$ cat src/rtl/ov7670_pixel_capture_pkg.sv
// Shared types and constants for the OV7670 RGB565 pixel capture block.
package ov7670_pixel_capture_pkg;

    localparam int unsigned COORD_W    = 10;
    localparam int unsigned CH_W       = 4;
    localparam int unsigned BYTE_W     = 8;
    localparam int unsigned LUMA_W     = 7;
    localparam int unsigned LUMA_WR    = 2;
    localparam int unsigned LUMA_WG    = 5;
    localparam int unsigned LUMA_WB    = 1;
    localparam int unsigned LUMA_SHIFT = 3;

    typedef enum logic [1:0] {
        WAIT_VS = 2'd0,
        VBLANK  = 2'd1,
        ACTIVE  = 2'd2
    } cap_state_e;

    typedef struct packed {
        logic [CH_W-1:0] r;
        logic [CH_W-1:0] g;
        logic [CH_W-1:0] b;
    } rgb444_t;

endpackage

$ cat src/rtl/ov7670_pixel_capture_rgb565_to_rgb444.sv
// Combinational RGB565 byte pair to RGB444 conversion.
// With CAPTURE_GRAYSCALE_EN defined, all three channels carry the 4-bit luma instead.
module rgb565_to_rgb444
    import ov7670_pixel_capture_pkg::*;
(
    input  logic [7:0]  hi_i,
    input  logic [7:0]  lo_i,
    output logic [11:0] pix_o
);

    rgb444_t rgb_c;
    logic    unused_c;

    // hi = RRRRRGGG, lo = GGGBBBBB; keep the top bits of each field
    always_comb begin
        rgb_c   = '0;
        rgb_c.r = hi_i[7:4];
        rgb_c.g = {hi_i[2:0], lo_i[7]};
        rgb_c.b = lo_i[4:1];
    end

    assign unused_c = ^{hi_i[3], lo_i[6:5], lo_i[0]};

`ifdef CAPTURE_GRAYSCALE_EN
    logic [LUMA_W-1:0] luma_c;
    logic [CH_W-1:0]   y_c;

    always_comb begin
        luma_c = LUMA_W'(LUMA_WR) * {3'b000, rgb_c.r}
               + LUMA_W'(LUMA_WG) * {3'b000, rgb_c.g}
               + LUMA_W'(LUMA_WB) * {3'b000, rgb_c.b};
        y_c    = CH_W'(luma_c >> LUMA_SHIFT);
        pix_o  = {y_c, y_c, y_c};
    end
`else
    assign pix_o = rgb_c;
`endif

endmodule

$ cat src/rtl/ov7670_pixel_capture.sv
// OV7670 pixel capture: frame/line FSM, pixel counters and registered RGB444 output.
// Optional macro CAPTURE_GRAYSCALE_EN selects luma output in the converter.
module ov7670_pixel_capture
    import ov7670_pixel_capture_pkg::*;
#(
    parameter int unsigned IMG_W = 320,
    parameter int unsigned IMG_H = 240
) (
    input  logic                clk,
    input  logic                reset,
    input  logic                cam_vsync,
    input  logic                cam_href,
    input  logic [BYTE_W-1:0]   cam_data,
    input  logic                byte_en,
    output logic                o_valid,
    output logic [COORD_W-1:0]  x_pixel,
    output logic [COORD_W-1:0]  y_pixel,
    output logic [CH_W-1:0]     o_r,
    output logic [CH_W-1:0]     o_g,
    output logic [CH_W-1:0]     o_b,
    output logic                o_sof,
    output logic                o_frame_done,
    output logic                o_err
);

    localparam logic [COORD_W-1:0] W_LIM = COORD_W'(IMG_W);
    localparam logic [COORD_W-1:0] H_LIM = COORD_W'(IMG_H);

    cap_state_e          state_q;
    logic                phase_q;
    logic                href_q;
    logic [BYTE_W-1:0]   hi_q;
    logic [COORD_W-1:0]  x_q;
    logic [COORD_W-1:0]  y_q;
    logic [11:0]         pix_c;
    rgb444_t             rgb_c;

    rgb565_to_rgb444 u_conv (
        .hi_i  (hi_q),
        .lo_i  (cam_data),
        .pix_o (pix_c)
    );

    assign rgb_c = rgb444_t'(pix_c);

    // Everything advances only on byte_en samples; strobes are single-cycle
    always_ff @(posedge clk or negedge reset) begin
        if (!reset) begin
            state_q      <= WAIT_VS;
            phase_q      <= 1'b0;
            href_q       <= 1'b0;
            hi_q         <= '0;
            x_q          <= '0;
            y_q          <= '0;
            o_valid      <= 1'b0;
            o_sof        <= 1'b0;
            o_frame_done <= 1'b0;
            o_err        <= 1'b0;
            o_r          <= '0;
            o_g          <= '0;
            o_b          <= '0;
            x_pixel      <= '0;
            y_pixel      <= '0;
        end else begin
            o_valid      <= 1'b0;
            o_sof        <= 1'b0;
            o_frame_done <= 1'b0;
            if (byte_en) begin
                case (state_q)
                    WAIT_VS: begin
                        if (cam_vsync) state_q <= VBLANK;
                    end
                    VBLANK: begin
                        if (!cam_vsync) begin
                            state_q <= ACTIVE;
                            x_q     <= '0;
                            y_q     <= '0;
                            o_err   <= 1'b0;
                            phase_q <= 1'b0;
                            href_q  <= 1'b0;
                        end
                    end
                    ACTIVE: begin
                        if (cam_vsync) begin
                            state_q <= VBLANK;
                            phase_q <= 1'b0;
                            href_q  <= 1'b0;
                            if (x_q != '0 || y_q != '0) o_frame_done <= 1'b1;
                        end else begin
                            href_q <= cam_href;
                            if (href_q && !cam_href) begin
                                // end of line: a pending high byte is an error
                                phase_q <= 1'b0;
                                if (phase_q) o_err <= 1'b1;
                                if (x_q != '0) begin
                                    x_q <= '0;
                                    if (y_q < H_LIM) y_q <= y_q + COORD_W'(1);
                                end
                            end else if (cam_href) begin
                                if (!phase_q) begin
                                    hi_q    <= cam_data;
                                    phase_q <= 1'b1;
                                end else begin
                                    phase_q <= 1'b0;
                                    if (x_q < W_LIM && y_q < H_LIM) begin
                                        o_valid <= 1'b1;
                                        o_sof   <= (x_q == '0) && (y_q == '0);
                                        x_pixel <= x_q;
                                        y_pixel <= y_q;
                                        o_r     <= rgb_c.r;
                                        o_g     <= rgb_c.g;
                                        o_b     <= rgb_c.b;
                                        x_q     <= x_q + COORD_W'(1);
                                    end else begin
                                        o_err <= 1'b1;
                                    end
                                end
                            end
                        end
                    end
                    default: state_q <= WAIT_VS;
                endcase
            end
        end
    end

endmodule

$ cat config.mk
export PLATFORM = sky130hd
export DESIGN_NAME = ov7670_pixel_capture
export DESIGN_NICKNAME = d
export VERILOG_FILES = /design/src/rtl/ov7670_pixel_capture_pkg.sv /design/src/rtl/ov7670_pixel_capture_rgb565_to_rgb444.sv /design/src/rtl/ov7670_pixel_capture.sv
export SDC_FILE = /design/constraint.sdc
export NUM_CORES = 1
export LEC_CHECK = 0
export BUFFER_PORTS_ARGS = -buffer_cell sky130_fd_sc_hd__buf_2
export CAP_MARGIN = 20
export CORE_MARGIN = 2
export CORE_UTILIZATION = 55
export CTS_BUF_LIST = sky130_fd_sc_hd__clkbuf_16
export DETAILED_ROUTE_END_ITERATION = 7
export PLACE_DENSITY = 0.84
export SLEW_MARGIN = 25
export SYNTH_ARGS = -nofsm -noshare
export SYNTH_HDL_FRONTEND = slang
export SYNTH_SLANG_ARGS = --single-unit
$ cat constraint.sdc
create_clock -name clk -period 5.8 [get_ports clk]
set_input_delay 1.45 -clock clk [delete_from_list [all_inputs] [get_ports clk]]
set_output_delay 1.45 -clock clk [all_outputs]
set_load 0.01 [all_outputs]
Yosys cells after proc, flatten, opt, wreduce, memory -nomap -nowiden
Cells that the tools add are included.
{ "totals": {"ff_bits": 68, "output_inout_bits": 36, "wordCells": 106, "ramBits": 0, "latchBits": 0, "inputBits": 13, "mem_bits_ro": 0, "n_memories": 0} }
{ "classes": {"eq_ne": 15, "reduce_logical": 20, "order_cmp": 2, "n_div": 0, "addsub": 2, "n_mux": 49, "n_mul": 0, "bitwise": 3, "shift": 0} }
{ "ops": {"columns": ["operator", "count"], "rows": [
  ["$mux 10", 11],
  ["$pmux 10 s2", 2],
  ["$mux 1", 30],
  ["$reduce_and 7->1", 3],
  ["$add 10x1->10 const B", 2],
  ["$logic_not 10->1", 2],
  ["$reduce_bool 10->1", 2],
  ["$ne 3x3->1 const B", 5],
  ["$ne 2x2->1 const B", 6],
  ["$lt 10x8->1 const B", 1],
  ["$lt 10x9->1 const B", 1],
  ["$reduce_and 8->1", 1],
  ["$pmux 1 s2", 3],
  ["$reduce_and 3->1", 2],
  ["$reduce_and 6->1", 1],
  ["$mux 2", 2],
  ["$ne 4x4->1 const B", 1],
  ["$pmux 2 s2", 1],
  ["$reduce_and 4->1", 1],
  ["$logic_and 1x1->1", 3],
  ["$not 1->1", 3],
  ["$eq 2x1->1 const B", 1],
  ["$eq 2x2->1 const B", 1],
  ["$logic_not 2->1", 1],
  ["5 further kinds", 5]
]} }

Logic depth before layout (Yosys ltp)
{ "logic_depth": {"ltp_word": 9, "mapped_depth": 9, "mapped_depth_nobuf": 8} }

Hierarchy
A second synthesis with hierarchy kept.
{ "hier_totals": {"cells_unflattened": 275, "hier_area_um2": 3185.6} }
{ "by_module_without_submodules": {"columns": ["module", "area_each_um2", "seq_area_each_um2", "n_inst", "cells_per_inst"], "rows": [
  ["ov7670_pixel_capture", 3095.5, 1701.6, 1, 263],
  ["rgb565_to_rgb444", 90.1, 0.0, 1, 12]
]} }

Worst setup path after synthesis
Ideal clock, no wire load.
{ "synth_timing": {"path_type": "input port to flip-flop", "startpoint": "input byte_en", "endpoint": "register o_b[3]", "path_buffers": 2, "slack_ps": 3011, "path_stages": 7, "arrival_ps": 2664, "path_cell_list": "clkbuf_1 -> nand4b_1 -> nor2_1 -> nand2_1 -> inv_2 -> buf_2 -> mux2_2"} }
{ "synth_between": {"elab_chain_cells": 1} }
{ "synth_lines": {"columns": ["item", "line_no", "source"], "rows": [
  ["from (decl)", "ov7670_pixel_capture.sv:14", "input logic byte_en,"],
  ["$reduce_and 7->1 (no source line)", null, null],
  ["to (signal assigned)", "ov7670_pixel_capture.sv:112", "o_b <= rgb_c.b;"],
  ["to (decl)", "ov7670_pixel_capture.sv:20", "output logic [CH_W-1:0] o_b,"]
]} }
Every way passes these cells.
A chain may end at the register's enable or synchronous reset.

Worst setup path in the final report
{ "layout_timing": {"startpoint": "input cam_vsync", "endpoint": "register y_pixel[6]"} }
{ "layout_between": {"elab_chain_cells": 2} }
{ "layout_lines": {"columns": ["item", "line_no", "source"], "rows": [
  ["from (decl)", "ov7670_pixel_capture.sv:11", "input logic cam_vsync,"],
  ["$not 1->1 (no source line)", null, null],
  ["$reduce_and 7->1 (no source line)", null, null],
  ["to (signal assigned)", "ov7670_pixel_capture.sv:109", "y_pixel <= y_q;"],
  ["to (decl)", "ov7670_pixel_capture.sv:17", "output logic [COORD_W-1:0] y_pixel,"]
]} }
Every way passes these cells.

==> metrics.txt <==
Nets=327; Worst-Skew Late Latency=0.33 ns; CP Cell Sequence=buf_2, nand4b_1, nor2_1, nand2_1, inv_2, mux2_2; Area Growth Syn to Fin=20.7%; die width=79.1 um; # clock sinks=67; Post-DRT Antenna Nets=0; number of global-route vias before repair=2113; final instance area=3740 sq um; syn_area_per_cell=12.1 sq um; status=complete, no violations; die area=6250 sq um; Tot GR Track Use=0.214; htree depth=3; ys flop type=dfrtp_1; R2R Path Start=state_q[0]; layout filler cell count=405; via count=2204; CP Capture Type=flop; Critical Path Source Type=primary input; PortBufs=48; DRC violations left=0; Final Cycle Share=0.494; R2R Setup Slk=3.23 ns; non-filler cells, final=383; Synth async-reset ratio=1.00; Area after DPL=3390 sq um; Synth top area share=0.541; Netlist cell types=47; Clk pin slew, worst setup/hold paths=0.05 ns; fin. max-slew vios=0; Post-CTS Setup Bufs=0; Post-Synthesis Cells=256; beginning of the critical path=cam_vsync; Crit Path Class=primary input to flop; post-synthesis sequential area ratio=0.541; DR pass1 iterations=4; Critical-path top delay cell=inv_2; CTS tree=done; io pins=49; final WL=6060 um; crit path time final=2.87 ns; routability congestion estimate=0.830; area leader, netlist=dfrtp_1; Worst Setup Slack, final=2.93 ns; Warnings, synthesis=0; Max VDD drop=235 uV; Lkg Pwr=1.91 nW; chip height=79.1 um; Hold Buf Count CTS=0; syn_nets=277; Req. time, crit path=6.01 ns; fmax=349 MHz; Min Hold Slack=0.481 ns; Max FO, Critical Path=42; R2R depth=7; CP arrival=3.07 ns; core box area=5470 sq um; TritonCTS Buffers=9; first-pass GRT wire length=10200 um; final core occ=0.684; DP Worst Slack=2.58 ns; count leader, synth=dfrtp_1; Avg Vias per Cell=5.75; n_diodes=0; initial detailed-routing violation count=106; HPWL after detailed placement=3970 um; largest net degree at the start of global routing=68; initial antenna violation count=0; Tightest Pin Transition=0.820 ns; top post-synthesis cells by count=dfrtp_1, mux2_2, nand2_1; drt wl/cell=15.8 um; Synth area leaders=dfrtp_1, mux2_2, ha_1, nand2_1, o21a_1; crit-path max cell delay=0.61 ns; initial core utilization=0.567; Yosys reg bits=67; setup violators final=0; placed cells=367; Max Cap Viol=0; worst setup path end=y_pixel[6]; power consumption=1.48 mW; Post-synth EDFFs=0; Final Hold Fails=0; RSZ-0062 raised after global routing=false; grt ovf=0; Worst slew margin=0.454; clk buf depth=2; RR Endpoint=y_pixel[6]; class of the worst hold path=flop to flop; Pwr Density=396 nW/um^2; skew final=0.00765 ns; root buf cell=clkbuf_16; TNS Setup=0 ns; share of cells above drive strength 1=0.363; area of the mapped netlist=3100 sq um; Post-CTS Resized=0; Site Rows=27
-- layout by cell type (no fill, tap or decap), drive strengths merged, types with 3 or more instances in the layout --
cell and count:
dfrtp 67, buf 49, mux2 36, nand2 13, inv 13, nor2 9, clkbuf 9, o21ai 9
ha 8, o21a 6, nor2b 6, nand2b 6, a31oi 6, nand4 5, a41oi 5, a21oi 5
nand3 5, and3 5, nor4 5, and2 4, mux2i 4, nor3 3, a21boi 3, bufinv 3
-- power breakdown --
| part | total (mW) | switching (mW) | internal (mW) |
|---|---|---|---|
| clock | 0.627 | 0.204 | 0.423 |
| combinational | 0.274 | 0.154 | 0.120 |
| sequential | 0.583 | 0.0540 | 0.529 |
-- how the worst min path moves through the flow --
stage / from / endpoint / cells past startpoint
after floorplan: y_q[8] / y_q[8] / 1
after global placement: o_err / o_err / 1
after detailed placement: y_q[9] / y_q[9] / 1
after CTS: o_err / o_err / 1
after global routing: y_pixel[9] / y_pixel[9] / 1
final: o_err / o_err / 1
-- critical path, delay by kind of cell --
family                 cells  cell delay (ns)
AND/OR/NAND/NOR            3             0.44
multiplexers               1             0.42
buffers and inverters      2             0.74
-- state kept, by name, indices dropped and copies added (netlist names) --
| signal | flops |
|---|---|
| o_err | 1 |
| o_valid | 1 |
| x_q | 10 |
| o_r | 4 |
| state_q | 2 |
| y_q | 10 |
| o_frame_done | 1 |
| href_q | 1 |
| o_g | 4 |
| x_pixel | 10 |
| hi_q | 7 |
| o_sof | 1 |
| phase_q | 1 |
| o_b | 4 |
| y_pixel | 10 |
-- cell type report --
class | count | area (sq um) | share of cell area
Clock inverter | 7 | 124 | 0.0331
Tap cell | 72 | 90.1 | 0.0241
Sequential cell | 67 | 1680 | 0.448
Multi-Input combinational cell | 168 | 1340 | 0.358
Inverter | 11 | 41.3 | 0.0110
Timing Repair Buffer | 49 | 248 | 0.0662
Clock buffer | 9 | 225 | 0.0602
-- logic make-up (layout without fill, tap and decap cells) --
logic type	count (synthesis)	after routing	synth area share
simple gates	73	73	0.145
flops	67	67	0.541
compound gates	47	47	0.111
mux	40	40	0.144
buf+inv	21	76	0.0274
fa+ha+maj	8	8	0.0323
-- metal layers --
| metal | up-vias | track usage | part of all wire |
|---|---|---|---|
| met5 | - | 0 | 0 |
| met4 | 0 | 0.119 | 0.024 |
| met3 | 13 | 0.0489 | 0.052 |
| met2 | 58 | 0.332 | 0.48 |
| met1 | 1094 | 0.279 | 0.44 |
| li1 | 1039 | - | - |
No activity file was read; power rests on OpenSTA's default activity.
